$ cat src/rtl/seg_decode_pkg.sv
// Shared constants and types for the seven-segment scan decoder.
// Segment patterns are active-low gfedcba; frame_t bundles one published frame.
package seg_decode_pkg;

  localparam logic [6:0] PAT_0 = 7'h40;
  localparam logic [6:0] PAT_1 = 7'h79;
  localparam logic [6:0] PAT_2 = 7'h24;
  localparam logic [6:0] PAT_3 = 7'h30;
  localparam logic [6:0] PAT_4 = 7'h19;
  localparam logic [6:0] PAT_5 = 7'h12;
  localparam logic [6:0] PAT_6 = 7'h02;
  localparam logic [6:0] PAT_7 = 7'h78;
  localparam logic [6:0] PAT_8 = 7'h00;
  localparam logic [6:0] PAT_9 = 7'h10;
  localparam logic [6:0] PAT_A = 7'h08;
  localparam logic [6:0] PAT_B = 7'h03;
  localparam logic [6:0] PAT_C = 7'h46;
  localparam logic [6:0] PAT_D = 7'h21;
  localparam logic [6:0] PAT_E = 7'h06;
  localparam logic [6:0] PAT_F = 7'h0E;

  localparam logic [6:0] BLANK_PAT = 7'h7F;

  typedef enum logic [1:0] {
    ST_IDLE,
    ST_SETTLE,
    ST_CAPTURE,
    ST_HOLD
  } state_e;

  typedef struct packed {
    logic [15:0] digits;
    logic [3:0]  blank;
    logic [3:0]  err;
  } frame_t;

endpackage

$ cat src/rtl/seg7_pattern_decode.sv
// Combinational seven-segment pattern to hex code decoder.
// Ports: pat_i (active-low gfedcba), code_o, blank_o (all off), err_o (unknown).
module seg7_pattern_decode
  import seg_decode_pkg::*;
(
  input  logic [6:0] pat_i,
  output logic [3:0] code_o,
  output logic       blank_o,
  output logic       err_o
);

  always_comb begin
    code_o  = 4'h0;
    blank_o = 1'b0;
    err_o   = 1'b0;
    case (pat_i)
      PAT_0:     code_o = 4'h0;
      PAT_1:     code_o = 4'h1;
      PAT_2:     code_o = 4'h2;
      PAT_3:     code_o = 4'h3;
      PAT_4:     code_o = 4'h4;
      PAT_5:     code_o = 4'h5;
      PAT_6:     code_o = 4'h6;
      PAT_7:     code_o = 4'h7;
      PAT_8:     code_o = 4'h8;
      PAT_9:     code_o = 4'h9;
      PAT_A:     code_o = 4'hA;
      PAT_B:     code_o = 4'hB;
      PAT_C:     code_o = 4'hC;
      PAT_D:     code_o = 4'hD;
      PAT_E:     code_o = 4'hE;
      PAT_F:     code_o = 4'hF;
      BLANK_PAT: blank_o = 1'b1;
      default:   err_o = 1'b1;
    endcase
  end

endmodule

$ cat src/rtl/seg_scan_decoder.sv
// Samples a multiplexed active-low an/seg display bus and publishes stable frames.
// Ports: clk, rst_n (sync low), an[3:0], seg[6:0] in; digits[15:0], blank[3:0],
// pat_err[3:0], valid, update, ghost, stall out. Macro SEG_DECODE_TIMEOUT_EN
// compiles in the scan-stall watchdog; otherwise stall is constant 0.
module seg_scan_decoder
  import seg_decode_pkg::*;
#(
  parameter int SETTLE_CYC   = 16,
  parameter int MATCH_FRAMES = 2,
  parameter int TIMEOUT_CYC  = 1048576
) (
  input  logic        clk,
  input  logic        rst_n,
  input  logic [3:0]  an,
  input  logic [6:0]  seg,
  output logic [15:0] digits,
  output logic [3:0]  blank,
  output logic [3:0]  pat_err,
  output logic        valid,
  output logic        update,
  output logic        ghost,
  output logic        stall
);

  localparam int CW = $clog2(SETTLE_CYC);
  localparam int MW = $clog2(MATCH_FRAMES + 1);

  // Two-flop synchronizers plus a one-cycle history for change detection.
  logic [3:0] an_s1_q, an_s_q, an_l_q;
  logic [6:0] seg_s1_q, seg_s_q, seg_l_q;

  always_ff @(posedge clk) begin
    if (!rst_n) begin
      an_s1_q  <= 4'hF;
      an_s_q   <= 4'hF;
      an_l_q   <= 4'hF;
      seg_s1_q <= BLANK_PAT;
      seg_s_q  <= BLANK_PAT;
      seg_l_q  <= BLANK_PAT;
    end else begin
      an_s1_q  <= an;
      an_s_q   <= an_s1_q;
      an_l_q   <= an_s_q;
      seg_s1_q <= seg;
      seg_s_q  <= seg_s1_q;
      seg_l_q  <= seg_s_q;
    end
  end

  logic       an_chg, seg_chg, gap, multi, multi_l;
  logic [3:0] lo, lo_l;

  assign an_chg  = an_s_q != an_l_q;
  assign seg_chg = seg_s_q != seg_l_q;
  assign gap     = an_s_q == 4'hF;
  assign lo      = ~an_s_q;
  assign lo_l    = ~an_l_q;
  // x & (x-1) is nonzero when two or more bits are set.
  assign multi   = |(lo & (lo - 4'd1));
  assign multi_l = |(lo_l & (lo_l - 4'd1));

  logic timeout_hit;
  logic wd_stop;

`ifdef SEG_DECODE_TIMEOUT_EN
  localparam int TW = $clog2(TIMEOUT_CYC + 1);
  logic [TW-1:0] wd_q;
  logic          stall_q;

  assign timeout_hit = !stall_q && !an_chg &&
                       (wd_q == TW'(TIMEOUT_CYC - 1));
  assign wd_stop     = timeout_hit || stall_q;
  assign stall       = stall_q;

  always_ff @(posedge clk) begin
    if (!rst_n) begin
      wd_q    <= '0;
      stall_q <= 1'b0;
    end else if (an_chg) begin
      wd_q    <= '0;
      stall_q <= 1'b0;
    end else if (timeout_hit) begin
      stall_q <= 1'b1;
    end else if (!stall_q) begin
      wd_q <= wd_q + 1'b1;
    end
  end
`else
  assign timeout_hit = 1'b0;
  assign wd_stop     = 1'b0;
  // Constant-false expression; keeps the parameter referenced.
  assign stall       = (TIMEOUT_CYC < 0);
`endif

  // FSM: state register.
  state_e        state_q, state_d;
  logic [CW-1:0] cnt_q, cnt_d;
  logic          abort;

  assign abort = gap || multi || wd_stop;

  always_ff @(posedge clk) begin
    if (!rst_n) begin
      state_q <= ST_IDLE;
      cnt_q   <= '0;
    end else begin
      state_q <= state_d;
      cnt_q   <= cnt_d;
    end
  end

  // FSM: next state. Gaps, ghosts and stalls override every state.
  always_comb begin
    state_d = state_q;
    cnt_d   = cnt_q;
    if (abort) begin
      state_d = ST_IDLE;
    end else begin
      unique case (state_q)
        ST_IDLE: begin
          state_d = ST_SETTLE;
          cnt_d   = '0;
        end
        ST_SETTLE: begin
          if (an_chg || seg_chg) begin
            cnt_d = '0;
          end else if (cnt_q == CW'(SETTLE_CYC - 1)) begin
            state_d = ST_CAPTURE;
          end else begin
            cnt_d = cnt_q + 1'b1;
          end
        end
        ST_CAPTURE: state_d = ST_HOLD;
        ST_HOLD: begin
          if (an_chg) begin
            state_d = ST_IDLE;
          end else if (seg_chg) begin
            state_d = ST_SETTLE;
            cnt_d   = '0;
          end
        end
        default: state_d = ST_IDLE;
      endcase
    end
  end

  // FSM: outputs. Capture uses the last settled values (an_l_q/seg_l_q).
  logic cap_en;

  always_comb begin
    cap_en = (state_q == ST_CAPTURE) && !abort;
  end

  logic [3:0] dec_code;
  logic       dec_blank, dec_err;

  seg7_pattern_decode u_dec (
    .pat_i   (seg_l_q),
    .code_o  (dec_code),
    .blank_o (dec_blank),
    .err_o   (dec_err)
  );

  frame_t        shadow_q, shadow_d, prev_q, out_q;
  logic [3:0]    mask_q, mask_new, sel;
  logic [MW-1:0] match_q, match_nx;
  logic          complete, publish;
  logic          valid_q, upd_q, ghost_q;

  assign sel = ~an_l_q;

  always_comb begin
    shadow_d = shadow_q;
    for (int i = 0; i < 4; i++) begin
      if (sel[i]) begin
        shadow_d.digits[4*i +: 4] = dec_code;
        shadow_d.blank[i]         = dec_blank;
        shadow_d.err[i]           = dec_err;
      end
    end
    mask_new = mask_q | sel;
    complete = cap_en && (mask_new == 4'hF);
    if (shadow_d != prev_q) begin
      match_nx = MW'(1);
    end else if (match_q == MW'(MATCH_FRAMES)) begin
      match_nx = match_q;
    end else begin
      match_nx = match_q + 1'b1;
    end
    publish = complete && (match_nx == MW'(MATCH_FRAMES));
  end

  always_ff @(posedge clk) begin
    if (!rst_n) begin
      shadow_q <= '0;
      prev_q   <= '0;
      out_q    <= '0;
      mask_q   <= '0;
      match_q  <= '0;
      valid_q  <= 1'b0;
      upd_q    <= 1'b0;
      ghost_q  <= 1'b0;
    end else begin
      upd_q   <= 1'b0;
      ghost_q <= multi && !multi_l;
      if (timeout_hit) begin
        mask_q  <= '0;
        match_q <= '0;
        valid_q <= 1'b0;
      end else if (cap_en) begin
        shadow_q <= shadow_d;
        if (complete) begin
          mask_q  <= '0;
          prev_q  <= shadow_d;
          match_q <= match_nx;
          if (publish) begin
            out_q   <= shadow_d;
            valid_q <= 1'b1;
            upd_q   <= (shadow_d != out_q) || !valid_q;
          end
        end else begin
          mask_q <= mask_new;
        end
      end
    end
  end

  assign digits  = out_q.digits;
  assign blank   = out_q.blank;
  assign pat_err = out_q.err;
  assign valid   = valid_q;
  assign update  = upd_q;
  assign ghost   = ghost_q;

endmodule
$ cat config.mk
export PLATFORM = sky130hd
export DESIGN_NAME = seg_scan_decoder
export DESIGN_NICKNAME = d
export VERILOG_FILES = /design/src/rtl/seg_decode_pkg.sv /design/src/rtl/seg7_pattern_decode.sv /design/src/rtl/seg_scan_decoder.sv
export SDC_FILE = /design/constraint.sdc
export NUM_CORES = 1
export LEC_CHECK = 0
export BUFFER_PORTS_ARGS = -buffer_cell sky130_fd_sc_hd__buf_4
export CAP_MARGIN = 0
export CORE_MARGIN = 2
export CORE_UTILIZATION = 40
export DETAILED_ROUTE_END_ITERATION = 7
export HOLD_SLACK_MARGIN = 0.12
export PLACE_DENSITY_LB_ADDON = 0.1
export SETUP_SLACK_MARGIN = 0.4
export SYNTH_ARGS = -nofsm -noshare
export SYNTH_HDL_FRONTEND = slang
export SYNTH_SLANG_ARGS = --single-unit
$ cat constraint.sdc
create_clock -name clk -period 3.35 [get_ports clk]
set_input_delay 0.5025 -clock clk [delete_from_list [all_inputs] [get_ports clk]]
set_output_delay 0.5025 -clock clk [all_outputs]
set_load 0.03 [all_outputs]
Word level (Yosys, flattened, before mapping)
Index checks and enable logic that the tools add are counted.
- input port bits: 13
- output and inout port bits: 28
- bits in registers: 120
- mux-type cells: 28
- reduce and logical (&&, ||, !) cells: 22
- bitwise operators: 7
- equal/unequal tests: 34
- $add $sub $neg: 4
- operator list (cell ; number):
    $pmux W4 S15 ; 1
    $ne A24 B24 Y1 ; 2
    $mux W4 ; 9
    $eq A7 B7 Y1 const B ; 5
    $eq A7 B5 Y1 const B ; 3
    $eq A7 B6 Y1 const B ; 3
    $reduce_or A17 Y1 ; 1
    $eq A7 B2 Y1 const B ; 2
    $eq A7 B4 Y1 const B ; 2
    $eq A4 B4 Y1 const B ; 3
    $mux W2 ; 6
    $pmux W4 S3 ; 1
    $mux W1 ; 10
    $and A4 B4 Y4 ; 2
    $eq A2 B2 Y1 const B ; 4
    $ne A2 B2 Y1 const B ; 4
    $not A4 Y4 ; 2
    $pmux W2 S4 ; 1
    $reduce_or A4 Y1 ; 2
    $sub A4 B1 Y4 const B ; 2
    $eq A7 B3 Y1 const B ; 1
    $logic_not A7 Y1 ; 1
    $ne A7 B7 Y1 ; 1
    $ne A3 B3 Y1 const B ; 2
    other kinds (16) ; 25

Longest topological paths before layout
Gate-level depths: netlist (run 1).
- depth in word-level cells: 10
- gate-level depth with buffers: 13

Cells and area by module
Synthesis (run 1) repeated with hierarchy kept, for this count alone.
- cells, all modules: 600
- area, all modules: 5818.1 um^2
- modules (own cells, without submodules) (module ; instances ; cells each ; area an instance (um^2)):
    seg_scan_decoder ; 1 ; 546 ; 5444.0
    seg7_pattern_decode ; 1 ; 54 ; 374.1

Worst setup path after synthesis (run 1)
No wires, ideal clock.
- path type: flip-flop to flip-flop
- start point: register seg_l_q[0]
- end point: register out_q (netlist bit digits[7])
- setup time: 0.123 ns
- stages on the path, launching flop included: 12
- arrival: 3.012 ns
- required time: 3.227 ns
- path slack: 0.215 ns
- path through: dfxtp_1 and3b_1 o31a_1 buf_6 or3_4 or3_1 buf_2 a311o_1 nor4_2 nand4_1 buf_6 mux2_1
- longest elaborated chain between the ends: 9
- RTL lines (element ; line ; source):
    start: declaration ; seg_scan_decoder.sv:30 ; logic [6:0] seg_s1_q, seg_s_q, seg_l_q;
    start signal: assignment ; seg_scan_decoder.sv:46 ; seg_l_q <= seg_s_q;
    $eq A7 B7 Y1, or another cell as far along ; seg7_pattern_decode.sv:16 ; case (pat_i)
    $reduce_or A17 Y1 (no line) ; - ;
    $mux W1 ; seg7_pattern_decode.sv:16 ;
    $mux W1 ; seg_scan_decoder.sv:175 ; if (sel[i]) begin
    $ne A24 B24 Y1 ; seg_scan_decoder.sv:183 ; if (shadow_d != prev_q) begin
    $mux W2 ; seg_scan_decoder.sv:183 ;
    $eq A2 B2 Y1 ; seg_scan_decoder.sv:190 ; publish = complete && (match_nx == MW'(MATCH_FRAMES));
    $logic_and A1 B1 Y1 ; seg_scan_decoder.sv:190 ;
    $reduce_and A3 Y1 (no line) ; - ;
    end signal: assignment ; seg_scan_decoder.sv:217 ; out_q <= shadow_d;
    end: declaration ; seg_scan_decoder.sv:164 ; frame_t shadow_q, shadow_d, prev_q, out_q;
Several ways; a longest one is shown, not always the timed one.
A chain may end at the register's enable or synchronous reset.

Final worst setup path (run 1)
- start point: register seg_l_q[0]
- end point: register out_q (netlist bit digits[1])
The elaborated chain is that of the path after synthesis.

==> results.yml, run 1 <==
global_routing:
  grt_remaining_overflow: 0
  grt_max_degree: 82
  antenna_found_initial: 0
  grt_pass1_vias: 5363
  grt_pass1_wl_um: 29910
  track_usage_pct: 24.41
detailed_routing:
  viasPerCell: 5.431
  wl_per_cell_um: 19.66
  vias: 5540
  drtIter0Drc: 466
  antenna_left: 0
  drt_pass1_iterations: 5
  drc_errors: 0
  wl_um: 20050
die:
  dieHeight_um: 128.0
  die-area_mm2: 0.01638
  core_area_mm2: 0.01509
  io_pins: 41
  initial_core_util_pct: 40.75
  std_cell_rows: 45
  die_w_um: 128.0
logic_synthesis:
  synth_mux_area_share_pct: 7.672
  synth_top_family_by_area: "simple AND/OR/NAND/NOR gates"
  synth_top_area_share_pct: 39.07
  synth_area_leader_cell: "dfxtp_1"
  synth-edff-count: 0
  ys_async_sr_fraction_pct: 0
  synthTopCellsByArea: "dfxtp_1, mux2i_1, nand2b_1"
  ys_types: 68
  yosys_warnings: 0
  synth_seq_cells: 120
  synthCells: 700
  seq_area_frac_synth_pct: 39.07
  syn_area_mm2: 0.006148
  synth_adder_area_share_pct: 1.221
  synth-simple-area-share_pct: 22.73
  synth_compound_area_share_pct: 16.26
  synth_area_per_cell_um2: 8.783
  synth_nets: 719
  synth_ff_type: "dfxtp_1"
  yosys.area_share.xor_xnor_pct: 8.405
sta:
  min_period_ns: 3.206
  rsz0062_at_grt: "yes"
  fin_crit_sh_pct: 95.71
  fin_skew_ns: 0.01472
  relSlewSlack_pct: 40.74
  setup_viol: 0
  fmax_mhz: 311.9
  hold_viol_final: 0
  setup-tns-final_ns: 0
  max_slew.worst_pin.slew_ns: 0.8822
  finalMaxSlewViolations: 0
worst_setup_path:
  end_kind: "flip-flop"
  critPathMostFrequentCell: "buf_6"
  start_kind: "flip-flop"
  worstPathArrival_ns: 3.55
  slowest_stage: "or4_4"
  cp_max_fo: 8
  worst_ep_required_time_ns: 3.69
  worstPathCellList: "buf_6 > or4_4 > nor3_4 > buf_4 > or3_4 > buf_6 > nor4_2 > a311o_1 > nor4_2 > nand4_1 > buf_6 > buf_12 > mux2i_1"
  crit_type: "flip-flop to flip-flop"
  slowest_delay_ns: 0.55
  path_buf_inv: 5
  crit_family: "simple AND/OR/NAND/NOR gates"
power:
  total_power_mw: 3.420
  intPower_mw: 2.537
  combPwrFrac_pct: 8.3
  p_per_area_mw_per_mm2: 414.4
  seqPwrFrac_pct: 42.9
  power.leakage_nw: 3.534
  p_switching_mw: 0.8836
  pwr-share-clk_pct: 48.8
  p_sw_share_pct: 25.83
  vdd_ir_drop_max_mv: 0.3596
placed_design:
  place.gp.congestion: 0.8667
  place_area_mm2: 0.007038
  io_buffers: 39
  dp_cells: 958
  hpwlAfterDp_um: 14020
clock_tree:
  cts_tree: "yes"
  root_buffer: "clkbuf_16"
  htree_levels: 4
  cts.path.max_buffers: 2
  hold_buffers: 0
  cts.clk_slew.worst_paths_ns: 0.06
  cts_inserted_buffers: 17
  insertion_delay_ns: 0.43
  clkSinkCount: 120
worst_hold_path:
  hp-class: "primary input to flip-flop"
finish:
  fin_util_pct: 54.69
  instances_no_fill: 1020
  antenna_cells: 0
  syn_to_final_growth_pct: 34.23
  num-nets-final: 839
  design_area_mm2: 0.008253
  drive_gt1_share_pct: 29.57
run:
  maxCapViolations: 0
run_status:
  outcome: "finished clean"
==> path summary, 6_finish.rpt <==
path	slack [ns]	cells after the start	end	start
worst max register to register	0.14	13	digits[1]	seg_l_q[0]
worst min register to register	0.40	1	an_s_q[1]	an_s1_q[1]
worst min-delay path	0.26	2	seg_s1_q[0]	seg[0]
worst max-delay path	0.14	13	digits[1]	seg_l_q[0]
==> layout by cell type, fill, tap and decap left out, types with 6 or more instances in the layout <==
master,instances
buf_4,138
dfxtp_1,111
nand2_1,77
nor2_1,60
nand2b_1,49
mux2i_1,46
xor2_1,34
o21ai_0,26
xnor2_1,21
clkbuf_16,19
inv_1,16
o21a_1,12
a211oi_1,11
a21oi_1,10
nor3_1,10
nor2b_1,10
nand4_1,9
a22o_1,9
a22oi_1,7
nand3_1,6
ha_1,6
dfxtp_2,6
==> sequential cells by signal (all words and copies together), names as in the netlist, 2 cells and up <==
register  cells
state_q       2
an_s_q        4
pat_err       4
prev_q       24
blank         4
an_l_q        4
digits       16
seg_l_q       7
cnt_q         4
mask_q        4
seg_s_q       7
match_q       2
shadow_q     24
seg_s1_q      7
an_s1_q       4
==> per-layer routing <==
| layer | share of wire [%] | GRT usage, % | routed length (um) |
|---|---|---|---|
| met5 | 0 | 0 | 0 |
| met4 | 2.5 | 8.985 | 507 |
| met3 | 4.7 | 6.720 | 947 |
| met2 | 46 | 38.09 | 9169 |
| met1 | 47 | 32.39 | 9426 |
==> cell usage after synthesis, types with 10 or more instances <==
| library cell | number |
|---|---|
| nor2b_1 | 10 |
| a21oi_1 | 11 |
| nand2_1 | 77 |
| o21a_1 | 12 |
| xor2_1 | 35 |
| a22o_1 | 10 |
| o21ai_0 | 27 |
| nor2_1 | 60 |
| xnor2_1 | 24 |
| clkbuf_1 | 32 |
| mux2i_1 | 46 |
| dfxtp_1 | 120 |
| inv_1 | 16 |
| nand2b_1 | 50 |
| nor3_1 | 13 |
| a211oi_1 | 14 |
==> timing repair <==
action / 4_1_cts / 5_1_grt
resized for setup: 37 / 48
buffers inserted: 5 / 24
pin swaps: 1 / 18
setup endpoints to repair: 28 / 30
gates cloned: 0 / 2
==> through the flow <==
step	setup WS, ns	hold WS [ns]
CTS	0.1753	0.2442
floorplan	0.2584	0.3863
global placement	-0.01393	0.3899
detailed placement	-0.07303	0.3909
finish	0.1438	0.2558
global route	-0.006923	0.2513
==> cell families (layout without fill, tap and decap cells) <==
family / after synthesis / count (layout)
AOI/OAI and AO/OA: 133 / 133
xor gates and xnor gates: 59 / 59
adders and majority gates: 6 / 6
buffers and inverters: 62 / 194
DFF: 120 / 120
muxes: 47 / 47
other: 1 / 1
and+or+nand+nor: 272 / 272
==> worst register-to-register path, stage by stage (launching register included) <==
cell     delay [ns]
dfxtp_4        0.37
buf_6          0.14
or4_4          0.55
nor3_4         0.27
buf_4          0.18
or3_4          0.14
buf_6          0.10
nor4_2         0.04
a311o_1        0.28
nor4_2         0.32
nand4_1        0.19
buf_6          0.19
buf_12         0.14
mux2i_1        0.19
==> cell type report <==
class,count,area [um2]
clock buffer,18,439.2
multi-input combinational,518,3831
timing repair buffer,146,1162
clock inverter,13,100.1
tap,188,235.2
sequential,120,2421
fill,1400,6837
inverter,17,63.81
==> power by group through the flow <==
stage	clock network, mW	logic, mW	registers, mW
after floorplan	0	0.157	1.49
after global placement	0	0.235	1.50
after detailed placement	0	0.238	1.50
after CTS	1.69	0.250	1.47
after global routing	1.76	0.307	1.47
final	1.67	0.284	1.47
Power figures use the tool's default switching activity.
==> run 2: changes to the inputs <==
==> constraint.sdc (replaced) <==
create_clock -name clk -period 3.1 [get_ports clk]
set_input_delay 0.465 -clock clk [delete_from_list [all_inputs] [get_ports clk]]
set_output_delay 0.465 -clock clk [all_outputs]
set_load 0.03 [all_outputs]
==> run 2 against run 1 <==
Against the previous run:
- core utilization barely moved
- cell count grew 0.20%
- critical path depth decreased by 2
- flip-flop and latch count unchanged
- highest routed layer unchanged
- the run now ends with negative setup slack left
- wire length is 3.6% lower
- combinational power rose by 8.5%
- die area unchanged
- critical path type unchanged
- largest cell class unchanged
- clock power increased by 9.6%
- clock skew is 0.00065 ns higher
==> results.yml, run 2 (same netlist as run 1, synthesis figures left out) <==
run_status:
  outcome: "complete, but fails checks"
  violations: "negative setup slack"
worst_setup_path:
  r2r-end: "digits[7]"
  critPathMostFrequentCell: "buf_6"
  start_kind: "flip-flop"
  worstRegToRegCells: 11
  worst_ep_required_time_ns: 3.40
  crit_path_end: "digits[7]"
  cp_max_fo: 7
  slowest_delay_ns: 0.58
  slowest_stage: "or4b_4"
  crit_type: "flip-flop to flip-flop"
  reg2reg_setup_slack_ns: -0.06
  worstPathArrival_ns: 3.46
  r2r-start: "seg_l_q[3]"
  worstPathCellList: "buf_6 > or4_4 > nor3_4 > buf_6 > o41ai_4 > xnor2_2 > or4b_4 > nor4_4 > nand4_1 > buf_6 > mux2_4"
  end_kind: "flip-flop"
  critPathLaunch: "seg_l_q[3]"
power:
  intPower_mw: 2.770
  power.leakage_nw: 3.553
  p_sw_share_pct: 25.60
  pwr-share-clk_pct: 49.1
  combPwrFrac_pct: 8.3
  p_switching_mw: 0.9530
  p_per_area_mw_per_mm2: 451.3
  seqPwrFrac_pct: 42.6
  vdd_ir_drop_max_mv: 0.5141
die:
  std_cell_rows: 45
  initial_core_util_pct: 40.75
  die_w_um: 128.0
  io_pins: 41
  core_area_mm2: 0.01509
  die-area_mm2: 0.01638
  dieHeight_um: 128.0
sta:
  timing.final.ws_setup_ns: -0.05787
  fin_skew_ns: 0.01537
  finalMaxSlewViolations: 0
  hold_viol_final: 0
  min_period_ns: 3.158
  setup-tns-final_ns: -0.5307
  setup_viol: 24
  rsz0062_at_grt: "yes"
  fin_crit_sh_pct: 101.9
  max_slew.worst_pin.slew_ns: 0.8306
  fmax_mhz: 316.7
  relSlewSlack_pct: 44.32
placed_design:
  place.gp.congestion: 0.9247
  io_buffers: 39
  hpwlAfterDp_um: 13740
  dp_cells: 971
clock_tree:
  cts_tree: "yes"
  htree_levels: 4
  hold_buffers: 0
  insertion_delay_ns: 0.43
  cts_inserted_buffers: 17
  cts.clk_slew.worst_paths_ns: 0.06
  cts.path.max_buffers: 2
  root_buffer: "clkbuf_16"
  clkSinkCount: 120
detailed_routing:
  drc_errors: 0
  drt_pass1_iterations: 7
  wl_per_cell_um: 18.91
  drtIter0Drc: 318
  viasPerCell: 5.448
  vias: 5568
  antenna_left: 0
  wl_um: 19330
global_routing:
  grt_remaining_overflow: 0
  grt_max_degree: 82
  grt_pass1_vias: 5512
  antenna_found_initial: 0
  grt_pass1_wl_um: 30280
  track_usage_pct: 24.35
finish:
  final_common_cell: "buf_4"
  final_cell_mix: "buf_4, dfxtp_1, nand2_1"
  antenna_cells: 0
  instances_no_fill: 1022
  syn_to_final_growth_pct: 34.17
  multi_input_area_mm2: 0.003776
  fill_cells: 1364
  drive_gt1_share_pct: 28.42
  num-nets-final: 841
  seq_area_mm2: 0.002424
worst_hold_path:
  hp-class: "primary input to flip-flop"
run:
  maxCapViolations: 0
## run 2: critical path, delay by kind of cell (launching register included)
kind / cells / cell delay [ns]
AOI/OAI and AO/OA: 1 / 0.07
xor gates and xnor gates: 1 / 0.16
muxes: 1 / 0.31
and+or+nand+nor: 5 / 1.67
buffers and inverters: 3 / 0.47
DFF: 1 / 0.34
## run 2: what timing repair did
action / 4_1_cts / 5_1_grt
setup buffers: 14 / 3
gates resized for setup: 41 / 31
cloned: 2 / 1
pin swaps: 14 / 5
setup endpoints to repair: 36 / 52
## run 2: layer usage
layer	track usage (%)	routed length [um]	vias to the layer above
li1	-	-	2719
met3	4.382	780	23
met4	10.21	431	0
met1	33.39	9346	2686
met5	0	0	-
met2	37.81	8767	140
## run 2: how the worst min path moves through the flow
stage	slack (ns)	start	cells past startpoint	end
after global routing	0.22	seg[6]	2	seg_s1_q[6]
after CTS	0.21	seg[5]	2	seg_s1_q[5]
after detailed placement	0.39	an_s1_q[0]	1	an_s_q[0]
final	0.22	seg[5]	2	seg_s1_q[5]
after global placement	0.39	an_s1_q[0]	1	an_s_q[0]
after floorplan	0.39	an_s1_q[0]	1	an_s_q[0]
## run 2: metrics by stage
stage / util [%] / hold slack, ns / power (mW) / setup slack [ns] / cell area [um2]
6_report: 54.67 / 0.2174 / 3.723 / -0.05787 / 8249
5_1_grt: 54.67 / 0.2173 / 3.844 / -0.1546 / 8249
4_1_cts: 53.37 / 0.2083 / 3.730 / -0.006622 / 8054
3_5_place_dp: 47.45 / 0.3918 / 1.888 / -0.1897 / 7161
3_3_place_gp: 47.45 / 0.3902 / 1.883 / -0.07765 / 7161
2_1_floorplan: - / 0.3863 / 1.780 / 0.01100 / 6178
## run 2: power by group through the flow
stage / clock network (mW) / logic [mW] / registers, mW
after global routing: 1.92 / 0.333 / 1.59
final: 1.83 / 0.308 / 1.59
after floorplan: 0 / 0.170 / 1.61
after detailed placement: 0 / 0.267 / 1.62
after CTS: 1.86 / 0.285 / 1.58
after global placement: 0 / 0.263 / 1.62
## run 2: final cells by class
class	count	share of cell area (%)
Clock buffer	19	5.491
Clock inverter	12	1.138
Inverter	17	0.7735
Multi-Input combinational cell	518	45.78
Sequential cell	120	29.38
Tap cell	188	2.852
Timing Repair Buffer	148	14.59
